`src/rtl/lsu_mem.sv`:
```
// lsu_mem: load/store unit between execute and write-back. Drives a req/ack data bus,
// steers store lanes, extends load data and reports misaligned/illegal/timeout faults.
module lsu_mem #(
  parameter int unsigned TIMEOUT = 255
) (
  input  logic        clk,
  input  logic        rst,
  input  logic        valid_in,
  input  logic [6:0]  operation,
  input  logic [2:0]  funct3,
  input  logic [31:0] alu_result,
  input  logic [31:0] data_rs2,
  output logic        stall,
  output logic        wb_valid,
  output logic [31:0] wb_data,
  output logic        exc,
  output logic [1:0]  exc_code,
  output logic        mem_req,
  output logic        mem_we,
  output logic [31:0] mem_addr,
  output logic [3:0]  mem_be,
  output logic [31:0] mem_wdata,
  input  logic        mem_ack,
  input  logic [31:0] mem_rdata
);
  // state | meaning
  // IDLE  | waiting for valid_in; decodes and classifies on accept
  // REQ   | bus request outstanding; waits for mem_ack or timeout
  // DONE  | one-cycle wb_valid/exc pulse; core advances on this edge
  typedef enum logic [1:0] {IDLE = 2'd0, REQ = 2'd1, DONE = 2'd2} state_t;

  localparam logic [6:0] OP_LOAD  = 7'b0000011;
  localparam logic [6:0] OP_STORE = 7'b0100011;
  localparam logic [7:0] TMR_LOAD = 8'(TIMEOUT - 1);

  state_t      r_state;
  logic [7:0]  r_timer;
  logic [1:0]  r_off;
  logic [2:0]  r_f3;

  logic        w_is_load;
  logic        w_is_store;
  logic        w_illegal;
  logic        w_misalign;
  logic [3:0]  w_be;
  logic [31:0] w_wdata;
  logic [7:0]  w_byte;
  logic [15:0] w_half;
  logic [31:0] w_ld;

  assign w_is_load  = (operation == OP_LOAD);
  assign w_is_store = (operation == OP_STORE);
  assign stall      = valid_in & (r_state != DONE);

  always_comb begin
    w_illegal = 1'b0;
    if (w_is_load)
      w_illegal = (funct3 == 3'b011) || (funct3 == 3'b110) || (funct3 == 3'b111);
    else if (w_is_store)
      w_illegal = (funct3 > 3'b010);
  end

  // funct3[1:0] encodes access size for both signed and unsigned loads
  assign w_misalign = ((funct3[1:0] == 2'b01) && alu_result[0]) ||
                      ((funct3[1:0] == 2'b10) && (alu_result[1:0] != 2'b00));

  always_comb begin
    w_be    = 4'b1111;
    w_wdata = 32'd0;
    if (w_is_store) begin
      case (funct3[1:0])
        2'b00: begin
          w_be    = 4'b0001 << alu_result[1:0];
          w_wdata = {4{data_rs2[7:0]}};
        end
        2'b01: begin
          w_be    = alu_result[1] ? 4'b1100 : 4'b0011;
          w_wdata = {2{data_rs2[15:0]}};
        end
        default: begin
          w_be    = 4'b1111;
          w_wdata = data_rs2;
        end
      endcase
    end
  end

  assign w_byte = mem_rdata[{r_off, 3'b000} +: 8];
  assign w_half = mem_rdata[{r_off[1], 4'b0000} +: 16];

  always_comb begin
    case (r_f3)
      3'b000:  w_ld = {{24{w_byte[7]}}, w_byte};
      3'b001:  w_ld = {{16{w_half[15]}}, w_half};
      3'b100:  w_ld = {24'd0, w_byte};
      3'b101:  w_ld = {16'd0, w_half};
      default: w_ld = mem_rdata;
    endcase
  end

  always_ff @(posedge clk) begin
    if (rst) begin
      r_state   <= IDLE;
      r_timer   <= 8'd0;
      r_off     <= 2'd0;
      r_f3      <= 3'd0;
      wb_valid  <= 1'b0;
      wb_data   <= 32'd0;
      exc       <= 1'b0;
      exc_code  <= 2'b00;
      mem_req   <= 1'b0;
      mem_we    <= 1'b0;
      mem_addr  <= 32'd0;
      mem_be    <= 4'd0;
      mem_wdata <= 32'd0;
    end else begin
      case (r_state)
        IDLE: begin
          if (valid_in) begin
            r_state <= DONE;
            if (!w_is_load && !w_is_store) begin
              wb_data  <= alu_result;
              wb_valid <= 1'b1;
            end else if (w_illegal) begin
              exc      <= 1'b1;
              exc_code <= 2'b11;
            end else if (w_misalign) begin
              exc      <= 1'b1;
              exc_code <= 2'b01;
            end else begin
              mem_req   <= 1'b1;
              mem_we    <= w_is_store;
              mem_addr  <= {alu_result[31:2], 2'b00};
              mem_be    <= w_be;
              mem_wdata <= w_wdata;
              r_off     <= alu_result[1:0];
              r_f3      <= funct3;
              r_timer   <= TMR_LOAD;
              r_state   <= REQ;
            end
          end
        end
        REQ: begin
          // an ack arriving on the last permitted cycle still completes the access
          if (mem_ack) begin
            mem_req  <= 1'b0;
            wb_valid <= 1'b1;
            wb_data  <= mem_we ? 32'd0 : w_ld;
            r_state  <= DONE;
          end else if (r_timer == 8'd0) begin
            mem_req  <= 1'b0;
            exc      <= 1'b1;
            exc_code <= 2'b10;
            r_state  <= DONE;
          end else begin
            r_timer <= r_timer - 8'd1;
          end
        end
        DONE: begin
          wb_valid <= 1'b0;
          exc      <= 1'b0;
          exc_code <= 2'b00;
          r_state  <= IDLE;
        end
        default: r_state <= IDLE;
      endcase
    end
  end
endmodule

```
`config.mk`:
```
export PLATFORM = sky130hd
export DESIGN_NAME = lsu_mem
export DESIGN_NICKNAME = d
export VERILOG_FILES = /design/src/rtl/lsu_mem.sv
export SDC_FILE = /design/constraint.sdc
export NUM_CORES = 1
export LEC_CHECK = 0
export ABC_AREA = 1
export CAP_MARGIN = 15
export CORE_MARGIN = 2
export CORE_UTILIZATION = 45
export DETAILED_ROUTE_END_ITERATION = 6
export PLACE_DENSITY = 0.8
export SLEW_MARGIN = 20
export SYNTH_ARGS = -nofsm -noshare
export SYNTH_HDL_FRONTEND = slang
export SYNTH_SLANG_ARGS = --single-unit
```
`constraint.sdc`:
```
create_clock -name clk -period 1.91 [get_ports clk]
set_clock_uncertainty 0.15 [all_clocks]
set_input_delay 0.382 -clock clk [delete_from_list [all_inputs] [get_ports clk]]
set_output_delay 0.382 -clock clk [all_outputs]
set_load 0.03 [all_outputs]
```
* Word-level counts from Yosys, hierarchy flattened
Index checks and enable logic that the tools add are counted.
Word-level totals: word-level logic and storage cells 119, register bits after elaboration 119, input port bits 110
Cells by class: bitwise logic cells 4, order comparisons 1, shifts and indexed selects 3, add/subtract/negate cells 1, equal/unequal tests 24, mux-type cells 51, reduce and logical (&&, ||, !) cells 22
Operator list (number):
- 32-bit 2-to-1 mux | 5
- 32-bit case mux with 2 select lines | 2
- 32-bit case mux with 4 select lines | 1
- 8-bit 2-to-1 mux | 6
- 32-bit by 6-bit indexed part select with 16-bit output | 1
- 32-bit by 6-bit indexed part select with 8-bit output | 1
- 2-bit 2-to-1 mux | 11
- 2-bit != test, second input constant | 10
- 1-bit 2-to-1 mux | 17
- 8-bit case mux with 2 select lines | 1
- 3-bit == test, second input constant | 4
- 6-bit AND reduction | 2
- 8-bit logical NOT | 1
- 4-bit 2-to-1 mux | 2
- 4-bit case mux with 2 select lines | 1
- 4-bit AND reduction | 2
- 8-bit by 1-bit subtractor with 8-bit output, second input constant | 1
- 7-bit by 2-bit == test with 1-bit output, second input constant | 1
- 7-bit by 6-bit == test with 1-bit output, second input constant | 1
- 7-bit AND reduction | 1
- 3-bit != test, second input constant | 2
- 1-bit case mux with 3 select lines | 2
- 2-bit case mux with 3 select lines | 1
- 5-bit AND reduction | 1
- 18 further kinds | 29

* Logic depth before layout (Yosys ltp)
Gate-level depths: netlist (run 1).
depth in word-level cells 8, mapped depth 12

* Least setup slack after synthesis (run 1)
No wires, ideal clock.
path type register -> register, from reg r_state[0], to reg wb_data[24], setup time 0.120 ns, stages on the path, launching flop included 11, buffers on the path 3, period minus slack after synthesis 1.703 ns, data arrival time 1.433 ns, path slack 0.207 ns, data required time 1.640 ns, path through dfxtp_1 > inv_1 > ha_1 > buf_4 > nor2_1 > nor2_2 > nand3_2 > buf_6 > buf_4 > a21oi_1 > a21oi_1
On the way: longest elaborated chain between the ends 3, elaborated cells on any way between the ends 8
Ends and longest elaborated chain:
- start, declared | line 36 | state_t r_state;
- start signal, assigned | line 103 | r_state <= IDLE;
- start signal, assigned | line 120 | r_state <= DONE;
- start signal, assigned | line 139 | r_state <= REQ;
- 2-bit by 1-bit == test with 1-bit output / 2-bit logical NOT (equally long branches) | line 117 | case (r_state)
- 2-bit != test (no line) / 2-bit nonzero test (equally long branches)
- 4-bit AND reduction (no line)
- end signal, assigned | line 122 | wb_data <= alu_result;
- end signal, assigned | line 148 | wb_data <= mem_we ? 32'd0 : w_ld;
- end, declared | line 15 | output logic [31:0] wb_data,
Parallel ways exist; a longest one is shown, timed or not. A chain may end at the register's enable or synchronous reset.

* Worst setup path after layout (run 1)
from in valid_in, to out stall
On the way: longest elaborated chain between the ends 1
Ends and longest elaborated chain:
- start, declared | line 8 | input logic valid_in,
- 1-bit bitwise AND | line 53 | assign stall = valid_in & (r_state != DONE);
- end, declared | line 13 | output logic stall,
No other way between the ends.

==> results.cfg, run 1 <==
[timing]
min_period_ns = 1.89
maxSlewViolCount = 0
hold_viol_final = 0
timing.fmax_mhz = 528
postLayoutSetupSlackWorst_ns = 0.0178
setup_viol_count_final = 0
period_share_pct = 99.1
fin_hold_ws_ns = 0.144

[route]
drc_errors = 0
vias = 7514
ant_nets = 0
wl_per_cell_um = 15.3
drtPass1Iterations = 5
initialDrtViolationCount = 612
wirelength_um = 21900
via_per_inst = 5.23

[power]
power_density_mw_per_mm2 = 771
p_leak_nw = 4.68
vdd_ir_drop_max_uv = 546

[placed_design]
gp_congestion = 0.899
hpwl_um = 15200
place_ws_ns = -0.331
dp_cells = 1400
io_buffers = 214

[hold_path]
min-delay-start = rst
hold_path.class = input port to flop
hold_depth = 4
min_to = r_timer[0]

[clock_network]
clockRootBuffer = clkbuf_16
cts_buffers = 17
cts_tree = built
cts_buffer_depth = 2
clock-sinks = 119
insertion_delay_ns = 0.42
cts.clk_slew.worst_paths_ns = 0.05
htree_num_levels = 4
cts-hold-fix-buffers = 0

[floorplanning]
die-area_mm2 = 0.0155
initial_core_util_pct = 46.6
core-area_mm2 = 0.0140
fp.dieW_um = 124
rows = 43
io_pins = 217
fp.dieH_um = 124

[worst_setup_path]
r2r_slack_ns = 0.11
criticalPathCategory = input port to primary output
critical_path_arrival_ns = 1.36
critPathMaxFanout = 2
critPathLaunchType = input port
worst_ep_required_time_ns = 1.38
reg2reg_from = r_state[0]
endpoint_kind = primary output
rr_endpoint = r_timer[0]
rr_worst_depth = 11

[final_layout]
final_cell_mix = nand2_1 (233), nor2_1 (168), a21oi_1 (128)
nNetsFinal = 1359
area_growth_pct = 48.4
final_common_cell = nand2_1
drive_above_1_share_pct = 11.5
layout.cells.non_filler = 1436
fillers = 1234

[synthesis]
avgSynthCellArea_um2 = 6.41
synth_warnings = 0
syn_inst = 1016
yosys_register_bits = 119
ys_seq_area_share_pct = 36.6
ys_types = 32
syn_area_mm2 = 0.00651

[grt]
grt_max_degree = 68
grt_pass1_vias = 6945
grt_antenna_before_repair = 1
overflow = 0
grt_pass1_wl_um = 34300
grtUsageTotal_pct = 27.0

[run]
max-cap-violations = 0

[status]
outcome = complete, no violations
==> worst max-delay path, stage by stage <==
cell	delay (ns)
clkdlybuf4s50_1	0.52
buf_4	0.13
inv_1	0.05
nor2_1	0.10
buf_4	0.17
==> through the flow <==
step | instance area [um^2] | power (mW) | utilization [%] | setup TNS [ns]
3_3_place_gp | 9030 | 4.11 | 64.6 | -24.90
5_1_grt | 9660 | 7.70 | 69.1 | -0.00735
4_1_cts | 9520 | 7.39 | 68.0 | 0
3_5_place_dp | 9030 | 4.13 | 64.6 | -28.57
6_report | 9670 | 7.45 | 69.1 | 0
2_1_floorplan | 6520 | 3.50 | - | 0
==> how the worst max path moves through the flow <==
stage / startpoint / to / slack (ns) / cells after the start
final: valid_in / stall / 0.02 / 5
after floorplan: r_state[0] / wb_data[24] / 0.21 / 10
after global routing: r_state[0] / stall / -0.007 / 4
after detailed placement: funct3[0] / r_f3[2] / -0.33 / 10
after CTS: r_state[1] / wb_data[0] / 0.03 / 11
after global placement: funct3[0] / r_f3[1] / -0.28 / 9
==> power breakdown <==
part | switching, mW | leakage (nW) | internal [mW]
registers | 0.0639 | 0.970 | 2.60
clock network | 1.13 | 0.301 | 2.22
logic | 0.843 | 3.41 | 0.594
total | 2.04 | 4.68 | 5.41
==> per-layer routing <==
metal  up-vias  share of wire [%]  global-route usage (%)
li1       3727                  -                       -
met1      3355                 40                    33.2
met2       376                 47                    44.3
met3        56                9.9                    8.42
met4         0                2.9                    10.0
met5         -                  0                       0
==> timing repair <==
action | CTS | global route
gates resized for setup | 105 | 29
gates cloned | 0 | 2
endpoints found under the setup margin | 105 | 103
setup buffers | 0 | 3
pin swaps | 0 | 7
==> cell type report <==
type / instances / area (um^2) / share of cell area, %
clock buffer: 20 / 457 / 4.72
tap: 180 / 225 / 2.33
timing repair buffer: 275 / 2610 / 27.0
inverter: 100 / 375 / 3.88
timing repair inverter: 1 / 7.51 / 0.0777
antenna: 1 / 2.50 / 0.0259
multi-input combinational: 730 / 3450 / 35.7
clock inverter: 10 / 153 / 1.58
sequential: 119 / 2390 / 24.7
==> logic make-up after synthesis <==
family          after synthesis  share of synthesized area (%)
compound gates              223                           18.2
fa+ha+maj                     5                          0.961
buf+inv                     168                           11.8
flops                       119                           36.6
other cells                   1                         0.0576
simple gates                500                           32.4
==> cell usage after synthesis, drive strengths merged <==
cell type  number  area (um^2)
nand3b          3         26.3
a21oi         141          747
o21a            1         7.51
inv           100          375
o21ai          70          350
nand2         238          903
buf            46          309
ha              5         62.6
nor2          179          714
nand4          34          219
o211ai         10         75.1
nor3            4         25.0
or2             1         6.26
nand3          41          215
a21boi          1         7.51
dfxtp         119         2380
conb            1         3.75
clkbuf         22         82.6
==> sequential cells by signal, summed over array words and instances, names as in the netlist <==
| signal | count |
|---|---|
| mem_wdata | 32 |
| mem_we | 1 |
| r_state | 2 |
| r_f3 | 3 |
| r_off | 2 |
| exc_code | 2 |
| r_timer | 8 |
| wb_valid | 1 |
| exc | 1 |
| wb_data | 32 |
| mem_req | 1 |
| mem_addr | 30 |
| mem_be | 4 |
Power figures use the tool's default switching activity.
==> inputs of run 2 (changes only) <==
--- a/config.mk
+++ b/config.mk
@@ -5,12 +5,12 @@
 export SDC_FILE = /design/constraint.sdc
 export NUM_CORES = 1
 export LEC_CHECK = 0
-export ABC_AREA = 1
 export CAP_MARGIN = 15
 export CORE_MARGIN = 2
 export CORE_UTILIZATION = 45
 export DETAILED_ROUTE_END_ITERATION = 6
-export PLACE_DENSITY = 0.8
+export HOLD_SLACK_MARGIN = 0.02
+export PLACE_DENSITY = 0.82
 export SLEW_MARGIN = 20
 export SYNTH_ARGS = -nofsm -noshare
 export SYNTH_HDL_FRONTEND = slang
==> results.cfg, run 2 <==
[clock_network]
cts_buffers = 17
clockRootBuffer = clkbuf_16
cts_buffer_depth = 2
insertion_delay_ns = 0.41
htree_num_levels = 4
clock-sinks = 119
cts_tree = built
cts.clk_slew.worst_paths_ns = 0.06

[final_layout]
final_cell_mix = nand2_1 (131), dfxtp_1 (114), dlygate4sd2_1 (112)
fillers = 761
nNetsFinal = 1125
reg_top3 = mem_wdata (32), wb_data (32), mem_addr (30)
final_common_cell = nand2_1
drive_above_1_share_pct = 29.7
area_growth_pct = 77.8
layout.cells.non_filler = 1195
final_area_mm2 = 0.0103

[worst_setup_path]
cp_num_buf_inv = 4
cpMaxStageDelayCell = dfxtp_2
critPathLaunchType = flop
endpoint_kind = flop
critPathMaxFanout = 7
critical_path_arrival_ns = 2.18
criticalPathCategory = flop to flop
crit_family = compound AO/OA/AOI/OAI gates
worstPathCellList = inv_2, buf_6, ha_4, nand2_4, nor2b_4, a32oi_4, buf_12, a31oi_4, clkbuf_16, a221oi_2
slowest_delay_ns = 0.34
worst_ep_required_time_ns = 2.08

[synthesis]
syn_area_mm2 = 0.00581
synth_edf_count = 0
ys_types = 58
syn_inst = 722
ys_async_sr_fraction_pct = 0
yosys_register_bits = 119
synth_warnings = 0
avgSynthCellArea_um2 = 8.04
ys_seq_area_share_pct = 41.0
synth_area_leaders = dfxtp_1 (41%), nand2_1 (8.9%), a21oi_1 (8.6%), a221oi_1 (4.1%), mux2_2 (3.7%)
yosysTopAreaCellShare_pct = 41.0
ys_top_cells_by_count = nand2_1 (137), dfxtp_1 (119), a21oi_1 (100)
ys.flop_type = dfxtp_1
yosysMostFrequentCell = nand2_1
synth_top_area_cell = dfxtp_1

[grt]
grt_pass1_wl_um = 35000
grt_max_degree = 62
overflow = 0
grt_antenna_before_repair = 1
grt_pass1_vias = 6658
grtUsageTotal_pct = 31.7

[floorplanning]
fp.dieH_um = 118
fp.dieW_um = 118
die-area_mm2 = 0.0138
io_pins = 217
initial_core_util_pct = 46.0
core-area_mm2 = 0.0126
rows = 41

[power]
power_density_mw_per_mm2 = 738
p_leak_nw = 4.33
vdd_ir_drop_max_uv = 578

[timing]
maxSlewViolCount = 0
timing.fmax_mhz = 497
min_period_ns = 2.01
postLayoutSetupSlackWorst_ns = -0.103
period_share_pct = 105
slew_headroom_pct = 63.7
hold_viol_final = 0
tightest_slew_ns = 0.541
setup_tns_ns = -3.55
setup_viol_count_final = 94
rsz0062_at_grt = true

[route]
initialDrtViolationCount = 850
drc_errors = 0
vias = 7046
wl_per_cell_um = 21.1
via_per_inst = 5.90
wirelength_um = 25200
drtPass1Iterations = 6
ant_nets = 0

[placed_design]
io_buffers = 214
hpwl_um = 14700
gp_congestion = 0.875
dp_cells = 1139
dpl_cell_area_mm2 = 0.00872
place_ws_ns = -0.599

[run]
max-cap-violations = 0

[status]
violations = negative setup slack
outcome = complete, but fails checks

[hold_path]
hold_path.class = flop to flop
run 2: path summary, 6_finish.rpt:
check           startpoint       endpoint  slack (ns)  cells after the start
max             r_state[1]    wb_data[26]       -0.10                     10
min          mem_wdata[26]  mem_wdata[26]        0.30                      2
max reg2reg     r_state[1]    wb_data[26]       -0.10                     10
min reg2reg  mem_wdata[26]  mem_wdata[26]        0.30                      2
run 2: layout make-up:
cell class                      count  area (um^2)  share of cell area [%]
Inverter                           48          184                    1.78
Clock inverter                     12          176                    1.71
Tap cell                          172          215                    2.08
Antenna cell                        1         2.50                  0.0242
Clock buffer                       19          453                    4.39
Sequential cell                   119         2390                    23.2
Timing Repair Buffer              329         3260                    31.6
Multi-Input combinational cell    495         3640                    35.3
run 2: report_power, final:
group | internal, mW | switching [mW]
Sequential | 2.57 | 0.0634
Clock | 2.24 | 1.22
Combinational | 0.731 | 0.784
Total | 5.55 | 2.07
run 2: repair_timing:
action / 4_1_cts / 5_1_grt
resized for setup: 187 / 105
endpoints found under the hold margin: 0 / 0
gates cloned: 5 / 7
hold buffers: 0 / 0
setup buffers: 10 / 5
pin swaps: 18 / 66
setup endpoints to repair: 217 / 114
run 2: logic make-up (layout without fill, tap and decap cells):
family,after synthesis,after routing,synth area share (%)
fa+ha+maj,5,5,1.08
simple gates,250,250,20.0
other cells,1,3,0.0646
compound gates,205,205,23.7
mux,33,33,6.12
flops,119,119,41.0
buf+inv,109,408,8.08
run 2: metrics by stage:
stage | total power, mW | utilization (%) | hold slack (ns)
after detailed placement | 3.91 | 69.1 | 0.294
after CTS | 7.41 | 76.8 | 0.298
final | 7.61 | 81.8 | 0.299
after floorplan | 3.25 | - | 0.295
after global routing | 7.77 | 81.8 | 0.320
after global placement | 3.89 | 69.1 | 0.288
run 2: layer usage:
metal | up-vias | part of all wire, % | global-route usage (%)
li1 | 3131 | - | -
met1 | 3285 | 37 | 36.8
met2 | 514 | 48 | 52.5
met3 | 116 | 9.1 | 10.5
met4 | 0 | 5.6 | 15.4
met5 | - | 0 | 0
run 2: worst min-delay path, stage by stage (launching register included):
cell and delay (ns):
dfxtp_1 0.30, nand2_1 0.05, a21oi_1 0.05
==> edit 1 (settings of run 2) <==
Re-encode `state_t` (3 states) as one-hot, 3 bits wide.
--- a/src/rtl/lsu_mem.sv
+++ b/src/rtl/lsu_mem.sv
@@ -27,7 +27,7 @@
   // IDLE  | waiting for valid_in; decodes and classifies on accept
   // REQ   | bus request outstanding; waits for mem_ack or timeout
   // DONE  | one-cycle wb_valid/exc pulse; core advances on this edge
-  typedef enum logic [1:0] {IDLE = 2'd0, REQ = 2'd1, DONE = 2'd2} state_t;
+  typedef enum logic [2:0] {IDLE = 3'b001, REQ = 3'b010, DONE = 3'b100} state_t;
 
   localparam logic [6:0] OP_LOAD  = 7'b0000011;
   localparam logic [6:0] OP_STORE = 7'b0100011;
Behaviour: no difference found for any inputs over 4 cycles, from zero or initial values and one cycle with rst high; so few cycles prove little.
==> edit 1 against run 2 <==
The run still ends with setup timing left; critical path depth down 4; worst setup slack better by 41 ps; area after synthesis down 2.3%; routed wire length down 9.9%; synthesized cell count down 4.6%; cell area down 8.1%; total power down 13%; sequential cell count up 1; critical path type unchanged; critical endpoint is now wb_data[19]; largest power group unchanged; highest routed layer unchanged.
==> edit 1: results <==
metrics = {
    "layout": {
        "fin_cells": 1142,
        "drive_gt1_share_pct": 23.4,
    },
    "power": {
        "swShare_pct": 26.4,
        "pwr.group.combinational_uw": 1110,
        "p_leak_uw": 0.00400,
        "clockNetworkPower_uw": 2850,
        "ir_worst_vdd_mv": 0.509,
    },
    "worst_setup_path": {
        "cpLargestDelayFamily": "simple AND/OR/NAND/NOR gates",
        "crit_path_max_incr_delay_ps": 460,
        "worstPathArrival_ps": 2150,
        "crit_path_max_fanout": 14,
        "r2r-start": "r_state[2]",
        "r2r-end": "wb_data[19]",
        "cp_slowest_cell": "or3b_4",
    },
    "grt": {
        "grt_max_degree": 65,
        "use_met3_pct": 10.3,
        "use_met2_pct": 51.6,
        "grt_first_pass_wirelength_mm": 30.9,
        "grtUsageTotal_pct": 29.8,
        "globalRouteMet1Util_pct": 32.6,
        "grt_pass1_vias": 6030,
    },
    "place": {
        "place_hpwl_mm": 14.0,
        "gp_congestion": 0.886,
        "dpl_cell_area_um2": 8340,
        "place_ws_ps": -614,
        "portBuffers": 214,
    },
    "route": {
        "drt_iter0_markers": 811,
        "vias": 6542,
        "finalWirelength_mm": 22.7,
        "routed-wl-met2_mm": 11.0,
        "wl_met1_mm": 8.22,
        "firstDrtPassIters": 5,
    },
    "yosys": {
        "yosys-top-cells-area": "dfxtp_1, nand2_1, a21oi_1",
        "ys_seq_area_share_pct": 42.4,
        "yosys-top-cells-count": "nand2_1, dfxtp_1, a21oi_1, nor2_1, clkbuf_1",
        "syn_area_per_cell_um2": 8.23,
    },
    "sta": {
        "fin_ws_ps": -62.2,
        "whs_ps": 172,
        "finalSetupViolCount": 19,
        "tns_ps": -423,
    },
    "min_path": {
        "min_to": "mem_addr[25]",
        "hold_start": "rst",
        "hold_class": "input port to flip-flop",
    },
    "run_status": {
        "violations": "setup timing",
        "outcome": "finished, violations left",
    },
    "clocking": {
        "clk_pin_slew_ps": 50,
        "clockBufferDepth": 2,
    },
}
-- edit 1: changes by cell type in the layout (fill, tap and decap cells not counted), moves of 12 or more --
cell,delta
a221oi_2,-25
inv_1,-20
a22oi_1,+12
a211oi_2,+19
a21oi_1,+20
a21oi_2,-33
nor2_1,+29
nor2b_1,-16
buf_4,-12
-- edit 1: final cells by class --
cell class / count / area (um2)
antenna: 1 / 2.50
clock buffer: 25 / 495
clock inverter: 4 / 20.0
fill: 829 / 2980
inverter: 21 / 78.8
multi-input combinational: 490 / 3220
sequential: 120 / 2420
tap: 172 / 215
timing repair buffer: 309 / 3040
-- edit 1: repair_timing --
item | 4_1_cts | 5_1_grt
setup buffers | 13 | 10
hold buffers | 0 | 0
setup endpoints to repair | 216 | 113
gates resized for setup | 136 | 69
gates cloned | 4 | 6
pin swaps | 18 | 21
-- edit 1: logic make-up after synthesis --
kind of cell / Yosys count / synth area share (%)
simple gates: 254 / 20.2
compound gates: 193 / 23.6
other cells: 1 / 0.0661
fa+ha+maj: 2 / 0.441
flops: 120 / 42.4
xor+xnor: 5 / 0.772
buf+inv: 81 / 6.20
mux: 33 / 6.35
-- edit 1: how the worst max path moves through the flow --
stage	cells after the start	start	to
after global routing	6	r_state[1]	wb_data[7]
final	6	r_state[2]	wb_data[19]
after detailed placement	8	alu_result[0]	mem_wdata[28]
after floorplan	9	funct3[0]	mem_wdata[21]
after CTS	9	operation[4]	mem_addr[4]
after global placement	8	alu_result[0]	mem_wdata[30]
-- edit 1: through the flow --
| step | util [%] | power (uW) |
|---|---|---|
| 3_3_place_gp | 66.9 | 3730 |
| 2_1_floorplan | - | 3180 |
| 3_5_place_dp | 66.9 | 3740 |
| 4_1_cts | 72.7 | 6520 |
| 6_report | 76.1 | 6590 |
| 5_1_grt | 76.1 | 6780 |
==> edit 2 (settings of run 2) <==
Made on the original files. The parameter `TIMEOUT` goes from 255 to 191.
--- a/src/rtl/lsu_mem.sv
+++ b/src/rtl/lsu_mem.sv
@@ -1,7 +1,7 @@
 // lsu_mem: load/store unit between execute and write-back. Drives a req/ack data bus,
 // steers store lanes, extends load data and reports misaligned/illegal/timeout faults.
 module lsu_mem #(
-  parameter int unsigned TIMEOUT = 255
+  parameter int unsigned TIMEOUT = 191
 ) (
   input  logic        clk,
   input  logic        rst,
Function: no difference found for any inputs over 4 cycles, from zero or initial values and one cycle with rst high; that may be too few to reach the edited logic, so the function may still have changed.
==> edit 2 against run 2 <==
The flow still finishes with violations (setup timing); clock power decreased by 15%; cell area shrank 3.1%; first-iteration DRC count decreased by 21%; synthesized cell count decreased by 1.4%; worst setup slack lost 60 ps; sequential cell count is the same; routed wire length down 7.4%; total power down 8.8%; largest power group unchanged; area after synthesis shrank 1.3%.
==> edit 2: results <==
metrics = {
    "layout": {
        "drive_gt1_share_pct": 25.4,
    },
    "yosys": {
        "synth_compound_area_share_pct": 24.5,
        "yosys-top-cells-area": "dfxtp_1, nand2_1, a21oi_1",
        "ys_seq_area_share_pct": 41.6,
    },
    "place": {
        "dpl_cell_area_um2": 8620,
    },
    "grt": {
        "use_met2_pct": 53.2,
        "grt_first_pass_wirelength_mm": 32.8,
        "globalRouteMet1Util_pct": 35.4,
    },
    "power": {
        "ir_worst_vdd_mv": 0.496,
    },
    "run_status": {
        "outcome": "finished, violations left",
        "violations": "setup timing",
    },
    "clocking": {
        "cts_resized": 171,
    },
    "min_path": {
        "hold_start": "rst",
        "hold_class": "input port to flip-flop",
    },
    "route": {
        "drt_iter0_markers": 669,
        "firstDrtPassIters": 5,
        "vias_per_cell": 5.78,
        "routed-wl-met2_mm": 11.5,
    },
    "sta": {
        "tns_ps": -3150,
        "fin_ws_ps": -163,
        "relSlewSlack_pct": 63.5,
        "finalSetupViolCount": 44,
    },
    "worst_setup_path": {
        "crit_path_max_incr_delay_ps": 480,
        "r2r-start": "r_timer[1]",
        "worstRegToRegCells": 8,
    },
}
-- edit 2: cell types whose count changed after synthesis, moves of 3 or more --
cell and change:
a311oi_1 -3, buf_2 +6, clkbuf_1 -5, nor2_1 +3, o32ai_1 -3, a211oi_1 +3
o311ai_0 -3, nor2b_1 -16, a22oi_1 +15, a31o_2 -3, a21oi_1 -7
-- edit 2: area by class of cell --
type / count / area [um2] / area share (%)
multi-input combinational: 487 / 3400 / 34.0
timing repair buffer: 334 / 3290 / 32.9
sequential: 119 / 2390 / 23.9
clock buffer: 27 / 483 / 4.83
tap: 172 / 215 / 2.15
inverter: 47 / 179 / 1.79
clock inverter: 4 / 45.0 / 0.450
antenna: 1 / 2.50 / 0.0250
-- edit 2: per-stage QoR --
stage / worst slack, ps / power (uW)
after global routing: -212 / 7170
final: -163 / 6950
after detailed placement: -581 / 3820
after global placement: -546 / 3800
after floorplan: -12.8 / 3210
after CTS: -105 / 6790
